### config.mk
export PLATFORM = sky130hd
export DESIGN_NAME = spi_slave_sync_flat
export DESIGN_NICKNAME = d
export VERILOG_FILES = /design/src/rtl/spi_pkg.sv /design/src/rtl/spi_slave_sync_if.sv /design/src/rtl/spi_sync_edge.sv /design/src/rtl/spi_slave_sync.sv /design/src/flat_wrapper.sv
export SDC_FILE = /design/constraint.sdc
export NUM_CORES = 1
export LEC_CHECK = 0
export CORE_ASPECT_RATIO = 1.2
export CORE_MARGIN = 2
export CORE_UTILIZATION = 45
export DETAILED_ROUTE_END_ITERATION = 16
export GPL_TIMING_DRIVEN = 0
export PLACE_DENSITY = 0.7
export SETUP_SLACK_MARGIN = 0.02
export SLEW_MARGIN = 20
export SYNTH_ARGS = -nofsm -noshare
export SYNTH_HDL_FRONTEND = slang
export SYNTH_SLANG_ARGS = --single-unit
export TNS_END_PERCENT = 30
### constraint.sdc
create_clock -name clk -period 3.1 [get_ports clk]
set_input_delay 0.465 -clock clk [delete_from_list [all_inputs] [get_ports clk]]
set_output_delay 0.465 -clock clk [all_outputs]
set_load 0.01 [all_outputs]
### src/rtl/spi_pkg.sv
// Shared definitions for the clk-domain SPI responder.
// Mode constants, FSM state encoding and counter sizing.
package spi_pkg;

    localparam logic CPOL = 1'b0;
    localparam logic CPHA = 1'b0;

    typedef enum logic {
        IDLE  = 1'b0,
        SHIFT = 1'b1
    } state_e;

    function automatic int cnt_w(input int w);
        return $clog2(w + 1);
    endfunction

endpackage

### src/rtl/spi_slave_sync_if.sv
// Word-level tx/rx handshake bundle of the SPI responder.
// The responder uses the slave modport, its user the master modport.
interface spi_slave_sync_if #(
    parameter int WIDTH = 8
);
    logic [WIDTH-1:0] tx_data;
    logic             tx_valid;
    logic             tx_ready;
    logic [WIDTH-1:0] rx_data;
    logic             rx_valid;
    logic             rx_ready;
    logic             rx_overrun;
    logic             tx_underrun;

    modport slave (
        input  tx_data, tx_valid, rx_ready,
        output tx_ready, rx_data, rx_valid,
        output rx_overrun, tx_underrun
    );

    modport master (
        output tx_data, tx_valid, rx_ready,
        input  tx_ready, rx_data, rx_valid,
        input  rx_overrun, tx_underrun
    );
endinterface

### src/rtl/spi_sync_edge.sv
// Multi-stage synchronizer with registered rise/fall strobes.
// Level and strobes come out aligned to the same clk cycle.
module spi_sync_edge #(
    parameter int   STAGES  = 2,
    parameter logic RST_VAL = 1'b0
) (
    input  logic clk,
    input  logic rst_n,
    input  logic i_d,
    output logic o_level,
    output logic o_rise,
    output logic o_fall
);
    logic [STAGES-1:0] r_sync;
    logic              r_dly;
    logic              r_rise;
    logic              r_fall;

    always_ff @(posedge clk or negedge rst_n) begin
        if (!rst_n) begin
            r_sync <= {STAGES{RST_VAL}};
            r_dly  <= RST_VAL;
            r_rise <= 1'b0;
            r_fall <= 1'b0;
        end else begin
            r_sync <= {r_sync[STAGES-2:0], i_d};
            r_dly  <= r_sync[STAGES-1];
            r_rise <= r_sync[STAGES-1] & ~r_dly;
            r_fall <= ~r_sync[STAGES-1] & r_dly;
        end
    end

    assign o_level = r_dly;
    assign o_rise  = r_rise;
    assign o_fall  = r_fall;
endmodule

### src/rtl/spi_slave_sync.sv
// SPI mode-0 responder running entirely in the clk domain.
// Oversamples sclk/cs_n/mosi; words move over valid/ready.
module spi_slave_sync
    import spi_pkg::*;
#(
    parameter int               WIDTH       = 8,
    parameter logic [WIDTH-1:0] TX_DEFAULT  = '0,
    parameter int               SYNC_STAGES = 2
) (
    input  logic clk,
    input  logic rst_n,
    input  logic sclk,
    input  logic cs_n,
    input  logic mosi,
    output logic miso,
    output logic miso_oe,
    output logic busy,
    spi_slave_sync_if.slave bus
);
    localparam int             CW   = cnt_w(WIDTH);
    localparam logic [CW-1:0]  LAST = CW'(WIDTH - 1);

    logic w_sclk_lvl, w_sclk_rise, w_sclk_fall;
    logic w_cs_lvl, w_cs_rise, w_cs_fall;
    logic w_rise, w_fall, w_mosi, w_settled;
    logic [WIDTH-1:0] w_rx_word, w_load_word;

    state_e             r_state;
    logic               r_armed;
    logic [SYNC_STAGES:0] r_settle;
    logic [SYNC_STAGES:0] r_mosi_sync;
    logic [CW-1:0]      r_bit_cnt;
    logic [WIDTH-2:0]   r_rx_shift;
    logic [WIDTH-1:0]   r_rx_data;
    logic               r_rx_valid;
    logic               r_rx_ovr;
    logic               r_tx_und;
    logic [WIDTH-1:0]   r_tx_hold;
    logic               r_full;
    logic [WIDTH-2:0]   r_tx_shift;
    logic               r_pend;
    logic               r_pend_hold;
    logic               r_miso;
    logic               r_oe;

    spi_sync_edge #(.STAGES(SYNC_STAGES), .RST_VAL(1'b0)) u_sclk (
        .clk(clk), .rst_n(rst_n), .i_d(sclk),
        .o_level(w_sclk_lvl), .o_rise(w_sclk_rise), .o_fall(w_sclk_fall)
    );

    spi_sync_edge #(.STAGES(SYNC_STAGES), .RST_VAL(1'b1)) u_cs (
        .clk(clk), .rst_n(rst_n), .i_d(cs_n),
        .o_level(w_cs_lvl), .o_rise(w_cs_rise), .o_fall(w_cs_fall)
    );

    // Extra mosi stage lines data up with the registered sclk strobes
    assign w_mosi      = r_mosi_sync[SYNC_STAGES];
    assign w_rise      = w_sclk_rise & w_sclk_lvl;
    assign w_fall      = w_sclk_fall & ~w_sclk_lvl;
    assign w_settled   = r_settle[SYNC_STAGES];
    assign w_rx_word   = {r_rx_shift, w_mosi};
    assign w_load_word = r_full ? r_tx_hold : TX_DEFAULT;

    always_ff @(posedge clk or negedge rst_n) begin
        if (!rst_n) begin
            r_state     <= IDLE;
            r_armed     <= 1'b0;
            r_settle    <= '0;
            r_mosi_sync <= '0;
            r_bit_cnt   <= '0;
            r_rx_shift  <= '0;
            r_rx_data   <= '0;
            r_rx_valid  <= 1'b0;
            r_rx_ovr    <= 1'b0;
            r_tx_und    <= 1'b0;
            r_tx_hold   <= '0;
            r_full      <= 1'b0;
            r_tx_shift  <= '0;
            r_pend      <= 1'b0;
            r_pend_hold <= 1'b0;
            r_miso      <= 1'b0;
            r_oe        <= 1'b0;
        end else begin
            r_rx_ovr    <= 1'b0;
            r_tx_und    <= 1'b0;
            r_settle    <= {r_settle[SYNC_STAGES-1:0], 1'b1};
            r_mosi_sync <= {r_mosi_sync[SYNC_STAGES-1:0], mosi};
            // Only a cs_n seen high after reset makes the next fall genuine
            if (w_settled && w_cs_lvl)
                r_armed <= 1'b1;
            if (r_rx_valid && bus.rx_ready)
                r_rx_valid <= 1'b0;
            if (bus.tx_valid && !r_full) begin
                r_tx_hold <= bus.tx_data;
                r_full    <= 1'b1;
            end
            unique case (1'b1)
                (r_state == IDLE): begin
                    r_bit_cnt <= '0;
                    r_oe      <= 1'b0;
                    if (w_cs_fall && r_armed) begin
                        r_state    <= SHIFT;
                        r_oe       <= 1'b1;
                        r_miso     <= w_load_word[WIDTH-1];
                        r_tx_shift <= w_load_word[WIDTH-2:0];
                        if (r_full) r_full   <= 1'b0;
                        else        r_tx_und <= 1'b1;
                    end
                end
                (r_state == SHIFT): begin
                    if (w_cs_rise) begin
                        r_state   <= IDLE;
                        r_oe      <= 1'b0;
                        r_miso    <= 1'b0;
                        r_bit_cnt <= '0;
                        r_pend    <= 1'b0;
                    end else if (w_rise) begin
                        r_rx_shift <= w_rx_word[WIDTH-2:0];
                        // Boundary reload is committed only once the word starts
                        if (r_pend) begin
                            r_pend <= 1'b0;
                            if (r_pend_hold) r_full   <= 1'b0;
                            else             r_tx_und <= 1'b1;
                        end
                        if (r_bit_cnt == LAST) begin
                            r_bit_cnt  <= '0;
                            r_rx_data  <= w_rx_word;
                            r_rx_valid <= 1'b1;
                            r_rx_ovr   <= r_rx_valid && !bus.rx_ready;
                        end else begin
                            r_bit_cnt <= r_bit_cnt + 1'b1;
                        end
                    end else if (w_fall) begin
                        if (r_bit_cnt != '0) begin
                            r_miso     <= r_tx_shift[WIDTH-2];
                            r_tx_shift <= r_tx_shift << 1;
                        end else begin
                            r_miso      <= w_load_word[WIDTH-1];
                            r_tx_shift  <= w_load_word[WIDTH-2:0];
                            r_pend      <= 1'b1;
                            r_pend_hold <= r_full;
                        end
                    end
                end
                default: ;
            endcase
        end
    end

    assign miso            = r_miso;
    assign miso_oe         = r_oe;
    assign busy            = ~w_cs_lvl;
    assign bus.tx_ready    = ~r_full;
    assign bus.rx_data     = r_rx_data;
    assign bus.rx_valid    = r_rx_valid;
    assign bus.rx_overrun  = r_rx_ovr;
    assign bus.tx_underrun = r_tx_und;
endmodule

### src/flat_wrapper.sv
// flat-port wrapper written by rule: the top's interface ports become plain ports
module spi_slave_sync_flat import spi_pkg::*;
#(
    parameter int               WIDTH       = 8,
    parameter logic [WIDTH-1:0] TX_DEFAULT  = '0,
    parameter int               SYNC_STAGES = 2
)
  (clk, rst_n, sclk, cs_n, mosi, miso, miso_oe, busy, bus_tx_data, bus_tx_valid, bus_rx_ready, bus_tx_ready, bus_rx_data, bus_rx_valid, bus_rx_overrun, bus_tx_underrun);
  spi_slave_sync_if #(.WIDTH(WIDTH)) bus_i ();
  input  logic clk;
  input  logic rst_n;
  input  logic sclk;
  input  logic cs_n;
  input  logic mosi;
  output logic miso;
  output logic miso_oe;
  output logic busy;
  input wire logic [$bits(bus_i.tx_data)-1:0] bus_tx_data;
  input wire logic [$bits(bus_i.tx_valid)-1:0] bus_tx_valid;
  input wire logic [$bits(bus_i.rx_ready)-1:0] bus_rx_ready;
  output wire logic [$bits(bus_i.tx_ready)-1:0] bus_tx_ready;
  output wire logic [$bits(bus_i.rx_data)-1:0] bus_rx_data;
  output wire logic [$bits(bus_i.rx_valid)-1:0] bus_rx_valid;
  output wire logic [$bits(bus_i.rx_overrun)-1:0] bus_rx_overrun;
  output wire logic [$bits(bus_i.tx_underrun)-1:0] bus_tx_underrun;
  assign bus_i.tx_data = bus_tx_data;
  assign bus_i.tx_valid = bus_tx_valid;
  assign bus_i.rx_ready = bus_rx_ready;
  assign bus_tx_ready = bus_i.tx_ready;
  assign bus_rx_data = bus_i.rx_data;
  assign bus_rx_valid = bus_i.rx_valid;
  assign bus_rx_overrun = bus_i.rx_overrun;
  assign bus_tx_underrun = bus_i.tx_underrun;
  spi_slave_sync #(.WIDTH(WIDTH), .TX_DEFAULT(TX_DEFAULT), .SYNC_STAGES(SYNC_STAGES)) u_core (.clk(clk), .rst_n(rst_n), .sclk(sclk), .cs_n(cs_n), .mosi(mosi), .miso(miso), .miso_oe(miso_oe), .busy(busy), .bus(bus_i));
endmodule
==> flow_metrics.env, run 1 <==
export IMPL_status="finished clean"
export IMPL_synth_cell_types=38
export IMPL_min_path_cells=0
export IMPL_r2r_start="u_core.r_bit_cnt[0]"
export IMPL_netlist_instances=178
export IMPL_cp_cell_sequence="clkbuf_1 > inv_1 > clkdlybuf4s50_1"
export IMPL_io_buffers=29
export IMPL_path_buf_inv=3
export IMPL_fin_worst_skew_ns=0.00838
export IMPL_ir_drop_mv=0.353
export IMPL_fin_util_pct=56.6
export IMPL_place_gp_congestion=0.752
export IMPL_die_y_um=83.9
export IMPL_ys_seq_area_share_pct=62.8
export IMPL_drc=0
export IMPL_drive_gt1_share_pct=22.8
export IMPL_start_util_pct=45.9
export IMPL_antenna_found_initial=0
export IMPL_grt_pass1_vias=1476
export IMPL_ant_nets=0
export IMPL_insertedDiodeCount=0
export IMPL_tns_ns=0
export IMPL_reg2reg_slack_ns=1.31
export IMPL_period_needed_ns=2.09
export IMPL_slew_headroom_pct=63.1
export IMPL_post_drt_wl_per_cell_um=13.9
export IMPL_path_delay_family="buffers and inverters"
export IMPL_cp_slowest_cell="clkdlybuf4s50_1"
export IMPL_reg2regPathDepth=6
export IMPL_grt_setup_unrepaired="no"
export IMPL_wirelength_mm=3.97
export IMPL_path_clk_slew_ns=0.06
export IMPL_ctsRootBufferMaster="clkbuf_8"
export IMPL_vias_per_cell=5.20
export IMPL_finalMaxSlewViolations=0
export IMPL_critPathMaxStageDelay_ns=0.48
export IMPL_pin_count=30
export IMPL_rows=29
export IMPL_worstPathMaxFanout=10
export IMPL_design_core_area_sq_um=5230
export IMPL_synth_nets=195
export IMPL_start_kind="flip-flop"
export IMPL_syn_area_sq_um=2400
export IMPL_setup_violations_final=0
export IMPL_end_kind="output pin"
export IMPL_clock_path_buffers=2
export IMPL_nFillCells=454
export IMPL_grt_start_max_net_pins=60
export IMPL_fmax_mhz=479
export IMPL_period_share_pct=67.3
export IMPL_cellPowerDensity_nw_per_um2=675
export IMPL_yosys_warnings=0
export IMPL_areaGrowthSynthToFinish_pct=23.3
export IMPL_final_nets=237
export IMPL_hp_class="reg -> reg"
export IMPL_die_w_um=70.6
export IMPL_worst_endpoint_required_ns=2.63
export IMPL_overflow=0
export IMPL_clock_latency_ns=0.33
export IMPL_p_total_w=0.00199
export IMPL_vias=1488
export IMPL_numCtsBuffers=9
export IMPL_cp_data_arrival_time_ns=1.62
export IMPL_cts_num_sinks=60
export IMPL_postCtsSetupRepairBufs=0
export IMPL_ys_ff_latch=60
export IMPL_min_to="u_core.u_sclk.r_sync[1]"
export IMPL_dp_hpwl_mm=2.65
export IMPL_ctsHtreeMaxLevel=3
export IMPL_dieArea_sq_um=5930
export IMPL_drt_iter0_drc=38
export IMPL_reg2reg_to="u_core.miso"
export IMPL_tritoncts="yes"
export IMPL_hold_violations=0
export IMPL_min_delay_start="u_core.u_sclk.r_sync[0]"
export IMPL_worstMarginPinSlew_ns=0.551
export IMPL_p_leak_nw=1.32
export IMPL_first_pass_iters=4
export IMPL_grt_pass1_wl_mm=6.90
export IMPL_avgSynthCellArea_sq_um=13.5
export IMPL_path_class="reg -> out"
export IMPL_grt_usage_pct=15.3
export IMPL_cap_violations=0
-- state kept, by name (all words and copies together) (netlist names), 2 cells and up --
name	count
u_core.bus.rx_data	8
u_core.r_bit_cnt	4
u_core.r_mosi_sync	3
u_core.r_rx_shift	7
u_core.r_settle	3
u_core.r_tx_hold	8
u_core.r_tx_shift	7
u_core.u_cs.r_sync	2
u_core.u_sclk.r_sync	2
-- layout by cell type (no fill, tap or decap), types with 2 or more instances in the layout --
| master | n |
|---|---|
| and4b_1 | 2 |
| clkbuf_8 | 9 |
| a31oi_1 | 8 |
| buf_6 | 3 |
| clkbuf_1 | 2 |
| nor3_1 | 6 |
| ha_1 | 2 |
| nand2b_1 | 3 |
| and3_1 | 3 |
| inv_1 | 6 |
| o211ai_1 | 6 |
| a21oi_1 | 7 |
| dfrtp_1 | 57 |
| nand2_1 | 7 |
| a21o_1 | 2 |
| nand3_1 | 10 |
| nor2b_1 | 4 |
| clkdlybuf4s50_1 | 28 |
| mux2_4 | 8 |
| mux2_2 | 17 |
| dfstp_2 | 3 |
| clkinv_2 | 5 |
| nor2_1 | 3 |
| and2b_1 | 2 |
-- per-stage QoR --
step	cell area (sq um)	std cells	hold slack (ns)	setup slack [ns]
6_report	2960	286	0.351	1.01
5_1_grt	2960	286	0.360	0.923
3_3_place_gp	2760	269	0.334	-0.275
3_5_place_dp	2790	270	0.264	1.15
2_1_floorplan	2400	178	0.169	1.42
4_1_cts	2960	286	0.353	0.993
-- where the power goes --
part           internal (W)  total [W]  switching, W
sequential         0.000944    0.00104     0.0000985
clock              0.000277   0.000565      0.000288
combinational      0.000216   0.000387      0.000171
total               0.00144    0.00199      0.000557
-- layer usage --
layer / GRT usage, % / vias to the layer above / share of wire [%]
met4: 8.23 / 0 / 2.1
met5: 0 / - / 0
met1: 21.6 / 739 / 50
met2: 20.8 / 19 / 45
met3: 5.07 / 7 / 2.9
li1: - / 723 / -
-- cells in the mapped netlist (all sizes together) --
| master | n | area (sq um) |
|---|---|---|
| o22ai | 1 | 6.26 |
| dfrtp | 57 | 1430 |
| nand3 | 10 | 50.1 |
| xnor2 | 1 | 8.76 |
| nand2 | 7 | 26.3 |
| o32a | 1 | 10.0 |
| xor2 | 1 | 8.76 |
| inv | 6 | 22.5 |
| or4 | 1 | 7.51 |
| conb | 1 | 3.75 |
| nor3b | 1 | 12.5 |
| and4b | 2 | 20.0 |
| nor2 | 3 | 11.3 |
| nor2b | 4 | 25.0 |
| nand2b | 3 | 18.8 |
| clkbuf | 2 | 7.51 |
| and3b | 1 | 8.76 |
| o211ai | 6 | 45.0 |
| a21oi | 7 | 35.0 |
| and3 | 3 | 18.8 |
| mux2 | 25 | 312 |
| ha | 2 | 25.0 |
| o21ai | 2 | 10.0 |
| dfstp | 3 | 78.8 |
| a21o | 2 | 15.0 |
| or3b | 1 | 8.76 |
| buf | 5 | 42.5 |
| and2b | 2 | 15.0 |
| nor3 | 6 | 30.0 |
| and4bb | 1 | 12.5 |
| a31oi | 8 | 50.1 |
| and2 | 1 | 6.26 |
| nand3b | 1 | 7.51 |
| a221o | 1 | 10.0 |
-- worst max-delay path by stage --
stage | startpoint | to | depth (start not counted)
final | u_core.r_full | bus_tx_ready | 3
after global routing | u_core.r_full | bus_tx_ready | 3
after CTS | u_core.r_full | bus_tx_ready | 3
after detailed placement | bus_tx_valid | u_core.r_tx_hold[4] | 4
after global placement | rst_n | u_core.r_tx_hold[7] | 1
after floorplan | u_core.r_bit_cnt[0] | u_core.miso | 6
-- worst register-to-register path, delay by kind of cell (launching register included) --
family	cells	cell delay, ns
flip-flops	1	0.40
buffers and inverters	2	0.24
AND/OR/NAND/NOR	2	0.55
AO/OA/AOI/OAI	1	0.32
adder cells (fa/ha/maj)	1	0.16
-- cells by family (layout without fill, tap and decap cells) --
group / count (synthesis) / after routing / share of synthesized area (%)
DFF: 60 / 60 / 62.8
and+or+nand+nor: 47 / 47 / 11.6
AOI/OAI and AO/OA: 28 / 28 / 7.57
muxes: 25 / 25 / 13.0
buffers and inverters: 13 / 59 / 3.03
adders and majority gates: 2 / 2 / 1.04
xor gates and xnor gates: 2 / 2 / 0.731
other: 1 / 1 / 0.157
-- cell type report --
class                   count  area (sq um)  area share [%]
plain buffers               7          50.0            1.69
clock inverters             6          32.5            1.10
multi-input cells         105           818            27.7
repair buffers             31           325            11.0
inverters                   6          22.5           0.762
well taps                  62          77.6            2.62
flip-flops and latches     60          1510            50.9
clock buffers               9           124            4.19
-- repair_timing --
item	CTS	global route
hold buffers	1	0
endpoints found under the hold margin	1	0
gates resized for setup	0	0
No activity file was read; power rests on OpenSTA's default activity.
==> run 2, diff against run 1 <==
--- a/config.mk
+++ b/config.mk
@@ -10,7 +10,7 @@
 export CORE_UTILIZATION = 45
 export DETAILED_ROUTE_END_ITERATION = 16
 export GPL_TIMING_DRIVEN = 0
-export PLACE_DENSITY = 0.7
+export PLACE_DENSITY = 0.72
 export SETUP_SLACK_MARGIN = 0.02
 export SLEW_MARGIN = 20
 export SYNTH_ARGS = -nofsm -noshare
==> constraint.sdc (replaced) <==
create_clock -name clk -period 1.75 [get_ports clk]
set_input_delay 0.2625 -clock clk [delete_from_list [all_inputs] [get_ports clk]]
set_output_delay 0.2625 -clock clk [all_outputs]
set_load 0.01 [all_outputs]
==> flow_metrics.env, run 2 (synthesis gave the netlist of run 1 again) <==
export IMPL_status="finished clean"
export IMPL_cp_endpoint="u_core.miso"
export IMPL_antenna_found_initial=0
export IMPL_insertedDiodeCount=0
export IMPL_layout_commonest_cell="dfrtp_1"
export IMPL_cellPowerDensity_nw_per_um2=1220
export IMPL_slew_headroom_pct=62.5
export IMPL_worstMarginPinSlew_ns=0.560
export IMPL_reg2reg_slack_ns=0.03
export IMPL_vias=1485
export IMPL_areaGrowthSynthToFinish_pct=25.1
export IMPL_clock_path_buffers=2
export IMPL_path_clk_slew_ns=0.06
export IMPL_die_y_um=83.9
export IMPL_final_cells=289
export IMPL_p_total_w=0.00364
export IMPL_placed_cells=270
export IMPL_rows=29
export IMPL_cts_num_sinks=60
export IMPL_worst_endpoint_required_ns=1.96
export IMPL_dpl_cell_area_sq_um=2790
export IMPL_tritoncts="yes"
export IMPL_ant_nets=0
export IMPL_place_gp_congestion=0.836
export IMPL_hp_class="in -> async"
export IMPL_vias_per_cell=5.14
export IMPL_pin_count=30
export IMPL_final_nets=239
export IMPL_grt_pass1_vias=1455
export IMPL_io_buffers=29
export IMPL_start_util_pct=45.9
export IMPL_post_drt_wl_per_cell_um=13.7
export IMPL_worstPathMaxFanout=8
export IMPL_grt_usage_pct=15.1
export IMPL_finalMaxSlewViolations=0
export IMPL_drc=0
export IMPL_dp_hpwl_mm=2.66
export IMPL_layout_common_cells="dfrtp_1 (56), clkdlybuf4s50_1 (27), mux2_2 (17), clkbuf_8 (11), nand3_1 (10)"
export IMPL_grt_setup_unrepaired="yes"
export IMPL_drt_iter0_drc=151
export IMPL_reg2reg_to="u_core.miso"
export IMPL_overflow=0
export IMPL_reg2regPathDepth=6
export IMPL_end_kind="flip-flop"
export IMPL_first_pass_iters=4
export IMPL_crit_start="u_core.r_bit_cnt[1]"
export IMPL_design_core_area_sq_um=5230
export IMPL_cp_data_arrival_time_ns=1.93
export IMPL_grt_pass1_wl_mm=6.79
export IMPL_drive_gt1_share_pct=24.2
export IMPL_start_kind="flip-flop"
export IMPL_fin_util_pct=57.4
export IMPL_fin_hold_ws_ns=0.312
export IMPL_path_class="reg -> reg"
export IMPL_hold_violations=0
export IMPL_grt_start_max_net_pins=51
export IMPL_p_leak_nw=1.35
export IMPL_final_area_sq_um=3000
export IMPL_r2r_start="u_core.r_bit_cnt[1]"
export IMPL_period_share_pct=98.2
export IMPL_fin_worst_skew_ns=0.0133
export IMPL_dieArea_sq_um=5930
export IMPL_nFillCells=463
export IMPL_wirelength_mm=3.97
export IMPL_fmax_mhz=582
export IMPL_cap_violations=0
export IMPL_clock_latency_ns=0.34
export IMPL_numCtsBuffers=9
export IMPL_ir_drop_mv=0.548
export IMPL_die_w_um=70.6
export IMPL_ctsRootBufferMaster="clkbuf_8"
export IMPL_period_needed_ns=1.72
export IMPL_setup_violations_final=0
export IMPL_ctsHtreeMaxLevel=3
## run 2: cell types whose count changed in the layout (fill, tap and decap cells not counted)
cell,before,now
buf_4,1,3
clkbuf_1,2,4
clkbuf_4,0,1
clkbuf_8,9,11
clkdlybuf4s50_1,28,27
clkinv_2,5,2
clkinvlp_4,1,0
dfrtp_1,57,56
dfrtp_2,0,1
dlymetal6s2s_1,0,1
inv_1,6,5
inv_2,0,1
o21ai_1,1,0
o21ai_2,0,1
## run 2: worst min path at each step
stage / from / endpoint / slack, ns / depth (start not counted)
after global placement: u_core.r_mosi_sync[1] / u_core.r_mosi_sync[2] / 0.33 / 0
after CTS: rst_n / u_core.r_tx_hold[1] / 0.30 / 2
final: rst_n / u_core.r_tx_hold[1] / 0.31 / 2
after detailed placement: rst_n / u_core.r_tx_hold[2] / 0.12 / 1
after floorplan: rst_n / u_core.bus.rx_data[0] / -0.03 / 0
after global routing: rst_n / u_core.r_tx_hold[1] / 0.33 / 2
## run 2: metrics by stage
stage          TNS (ns)  setup slack, ns
2_1_floorplan         0           0.0736
3_3_place_gp     -85.00            -1.45
3_5_place_dp     -0.142          -0.0201
4_1_cts               0          0.00746
5_1_grt         -0.0338          -0.0268
6_report              0           0.0317
## run 2: where the power goes
part           internal (W)  switching (W)  total [W]  leakage (nW)
combinational      0.000404       0.000322   0.000726         0.515
clock              0.000587       0.000481    0.00107        0.0905
sequential          0.00167       0.000175    0.00185         0.747
total               0.00266       0.000978    0.00364          1.35
## run 2: repair_timing
item	in CTS	in global routing
hold endpoints to repair	10	0
pin swaps	0	0
buffers inserted	2	0
hold buffers	1	0
resized for setup	3	3
gates cloned	0	0
setup endpoints to repair	2	5
## run 2: layer usage
layer / global-route usage [%] / vias up / share of wire (%)
met3: 3.62 / 9 / 4.6
li1: - / 725 / -
met5: 0 / - / 0
met4: 9.78 / 0 / 2.2
met2: 21.8 / 35 / 46
met1: 20.4 / 716 / 47
## run 2: final cells by class
type	instances	area [sq um]	share of cell area (%)
timing repair buffer	33	343	11.4
clock inverter	2	10.0	0.334
sequential	60	1510	50.3
buffer	7	53.8	1.79
multi-input combinational	105	822	27.4
tap	62	77.6	2.59
inverter	6	22.5	0.751
clock buffer	14	163	5.43
## run 2: worst max-delay path, cell delays in order, from the launching register on
cell	delay, ns
dfrtp_1	0.40
inv_1	0.07
ha_1	0.14
or3b_1	0.36
buf_6	0.15
and3_1	0.18
o32a_1	0.31
==> run 3, diff against run 2 <==
==> constraint.sdc (replaced) <==
create_clock -name clk -period 1.75 [get_ports clk]
set_input_delay 0.175 -clock clk [delete_from_list [all_inputs] [get_ports clk]]
set_output_delay 0.175 -clock clk [all_outputs]
set_load 0.01 [all_outputs]
==> flow_metrics.env, run 3 (synthesis gave the netlist of run 1 again) <==
export IMPL_place_gp_congestion=0.836
export IMPL_final_nets=239
export IMPL_hold_violations=0
export IMPL_finalMaxSlewViolations=0
export IMPL_status="finished clean"
export IMPL_overflow=0
export IMPL_slew_headroom_pct=62.9
export IMPL_p_leak_nw=1.34
export IMPL_clock_latency_ns=0.33
export IMPL_layout_common_cells="dfrtp_1 (56), clkdlybuf4s50_1 (28), mux2_2 (17), clkbuf_8 (11), nand3_1 (10)"
export IMPL_ir_drop_mv=0.548
export IMPL_die_w_um=70.6
export IMPL_drive_gt1_share_pct=24.2
export IMPL_vias=1502
export IMPL_drc=0
export IMPL_drt_iter0_drc=158
export IMPL_grt_start_max_net_pins=51
export IMPL_layout_commonest_cell="dfrtp_1"
export IMPL_end_kind="flip-flop"
export IMPL_tritoncts="yes"
export IMPL_clkPwrFrac_pct=29.3
export IMPL_numCtsBuffers=9
export IMPL_clock_path_buffers=2
export IMPL_areaGrowthSynthToFinish_pct=25.0
export IMPL_antenna_found_initial=0
export IMPL_vias_per_cell=5.20
export IMPL_postLayoutSetupSlackWorst_ns=0.0136
export IMPL_worst_endpoint_required_ns=1.96
export IMPL_dpl_cell_area_sq_um=2790
export IMPL_pin_count=30
export IMPL_period_share_pct=99.2
export IMPL_insertedDiodeCount=0
export IMPL_grt_setup_unrepaired="yes"
export IMPL_switchingPower_w=0.000980
export IMPL_die_y_um=83.9
export IMPL_sw_frac_of_total_pct=26.9
export IMPL_ctsHtreeMaxLevel=3
export IMPL_period_needed_ns=1.74
export IMPL_fin_worst_skew_ns=0.0133
export IMPL_first_pass_iters=4
export IMPL_p_total_w=0.00365
export IMPL_nFillCells=465
export IMPL_post_drt_wl_per_cell_um=13.7
export IMPL_ant_nets=0
export IMPL_ctsRootBufferMaster="clkbuf_8"
export IMPL_start_kind="flip-flop"
export IMPL_comb_power_share_pct=20.0
export IMPL_path_class="reg -> reg"
export IMPL_place_ws_ns=0.000928
export IMPL_cp_data_arrival_time_ns=1.95
export IMPL_io_buffers=29
export IMPL_fmax_mhz=576
export IMPL_p_int_w=0.00267
export IMPL_grt_pass1_vias=1449
export IMPL_grt_usage_pct=15.1
export IMPL_wirelength_mm=3.95
export IMPL_start_util_pct=45.9
export IMPL_tns_ns=0
export IMPL_rows=29
export IMPL_cellPowerDensity_nw_per_um2=1220
export IMPL_cts_num_sinks=60
export IMPL_design_core_area_sq_um=5230
export IMPL_dieArea_sq_um=5930
export IMPL_cap_violations=0
export IMPL_pwr_share_seq_pct=50.7
export IMPL_worstMarginPinSlew_ns=0.555
export IMPL_final_area_sq_um=3000
export IMPL_dp_hpwl_mm=2.66
export IMPL_path_clk_slew_ns=0.06
export IMPL_hp_class="in -> async"
export IMPL_worstPathMaxFanout=8
export IMPL_setup_violations_final=0
export IMPL_grt_pass1_wl_mm=6.78
export IMPL_fin_util_pct=57.3
==> run 3: cell count changes in the layout (fill, tap and decap cells not counted), sizes merged <==
cell	previous run	this run
clkdlybuf4s50	27	28
dlymetal6s2s	1	0
==> run 3: through the flow <==
| step | hold WS [ns] | cells |
|---|---|---|
| 6_report | 0.224 | 289 |
| 2_1_floorplan | -0.121 | 178 |
| 3_3_place_gp | 0.334 | 269 |
| 5_1_grt | 0.242 | 289 |
| 3_5_place_dp | 0.0325 | 270 |
| 4_1_cts | 0.212 | 288 |
==> run 3: power by group through the flow <==
stage,Sequential [W],Combinational [W],Clock (W)
floorplan,0.00182,0.000477,0
global placement,0.00187,0.000660,0
detailed placement,0.00188,0.000686,0
CTS,0.00185,0.000732,0.00110
global route,0.00188,0.000806,0.00116
finish,0.00185,0.000731,0.00107
==> run 3: timing repair <==
action                                  in CTS  in global routing
endpoints found under the setup margin       2                  4
setup buffers                                1                  1
hold endpoints to repair                    57                  0
hold buffers                                 1                  0
resized for setup                            3                  2
==> run 3: critical path, cell delays in order (launching register included) <==
cell     delay (ns)
dfrtp_1        0.41
inv_2          0.07
ha_1           0.15
or3b_1         0.36
buf_6          0.15
and3_1         0.18
o32a_1         0.31
==> run 3: path summary, 6_finish.rpt <==
| kind | startpoint | end | slack, ns | cells after the start |
|---|---|---|---|---|
| hold reg to reg | u_core.r_mosi_sync[0] | u_core.r_mosi_sync[1] | 0.35 | 0 |
| setup / recovery | u_core.r_bit_cnt[0] | u_core.miso | 0.01 | 6 |
| hold / removal | rst_n | u_core.r_tx_hold[1] | 0.22 | 2 |
| setup reg to reg | u_core.r_bit_cnt[0] | u_core.miso | 0.01 | 6 |
| max in group asynchronous | rst_n | u_core.u_cs.r_sync[0] | 0.99 | 3 |
| min in group clk | cs_n | u_core.u_cs.r_sync[0] | 0.25 | 1 |
==> run 3: routing by layer <==
metal,global-route usage [%],wire length [um],up-vias
li1,-,-,727
met1,20.4,1850,729
met2,21.7,1840,37
met3,3.62,178,9
met4,9.78,89,0
met5,0,0,-
==> run 3: cell type report <==
| cell class | instances | area [sq um] | area share (%) |
|---|---|---|---|
| multi-input cells | 105 | 822 | 27.4 |
| well taps | 62 | 77.6 | 2.59 |
| repair buffers | 33 | 340 | 11.4 |
| flip-flops and latches | 60 | 1510 | 50.3 |
| inverters | 6 | 22.5 | 0.752 |
| clock buffers | 14 | 163 | 5.43 |
| clock inverters | 2 | 10.0 | 0.334 |
| plain buffers | 7 | 53.8 | 1.80 |
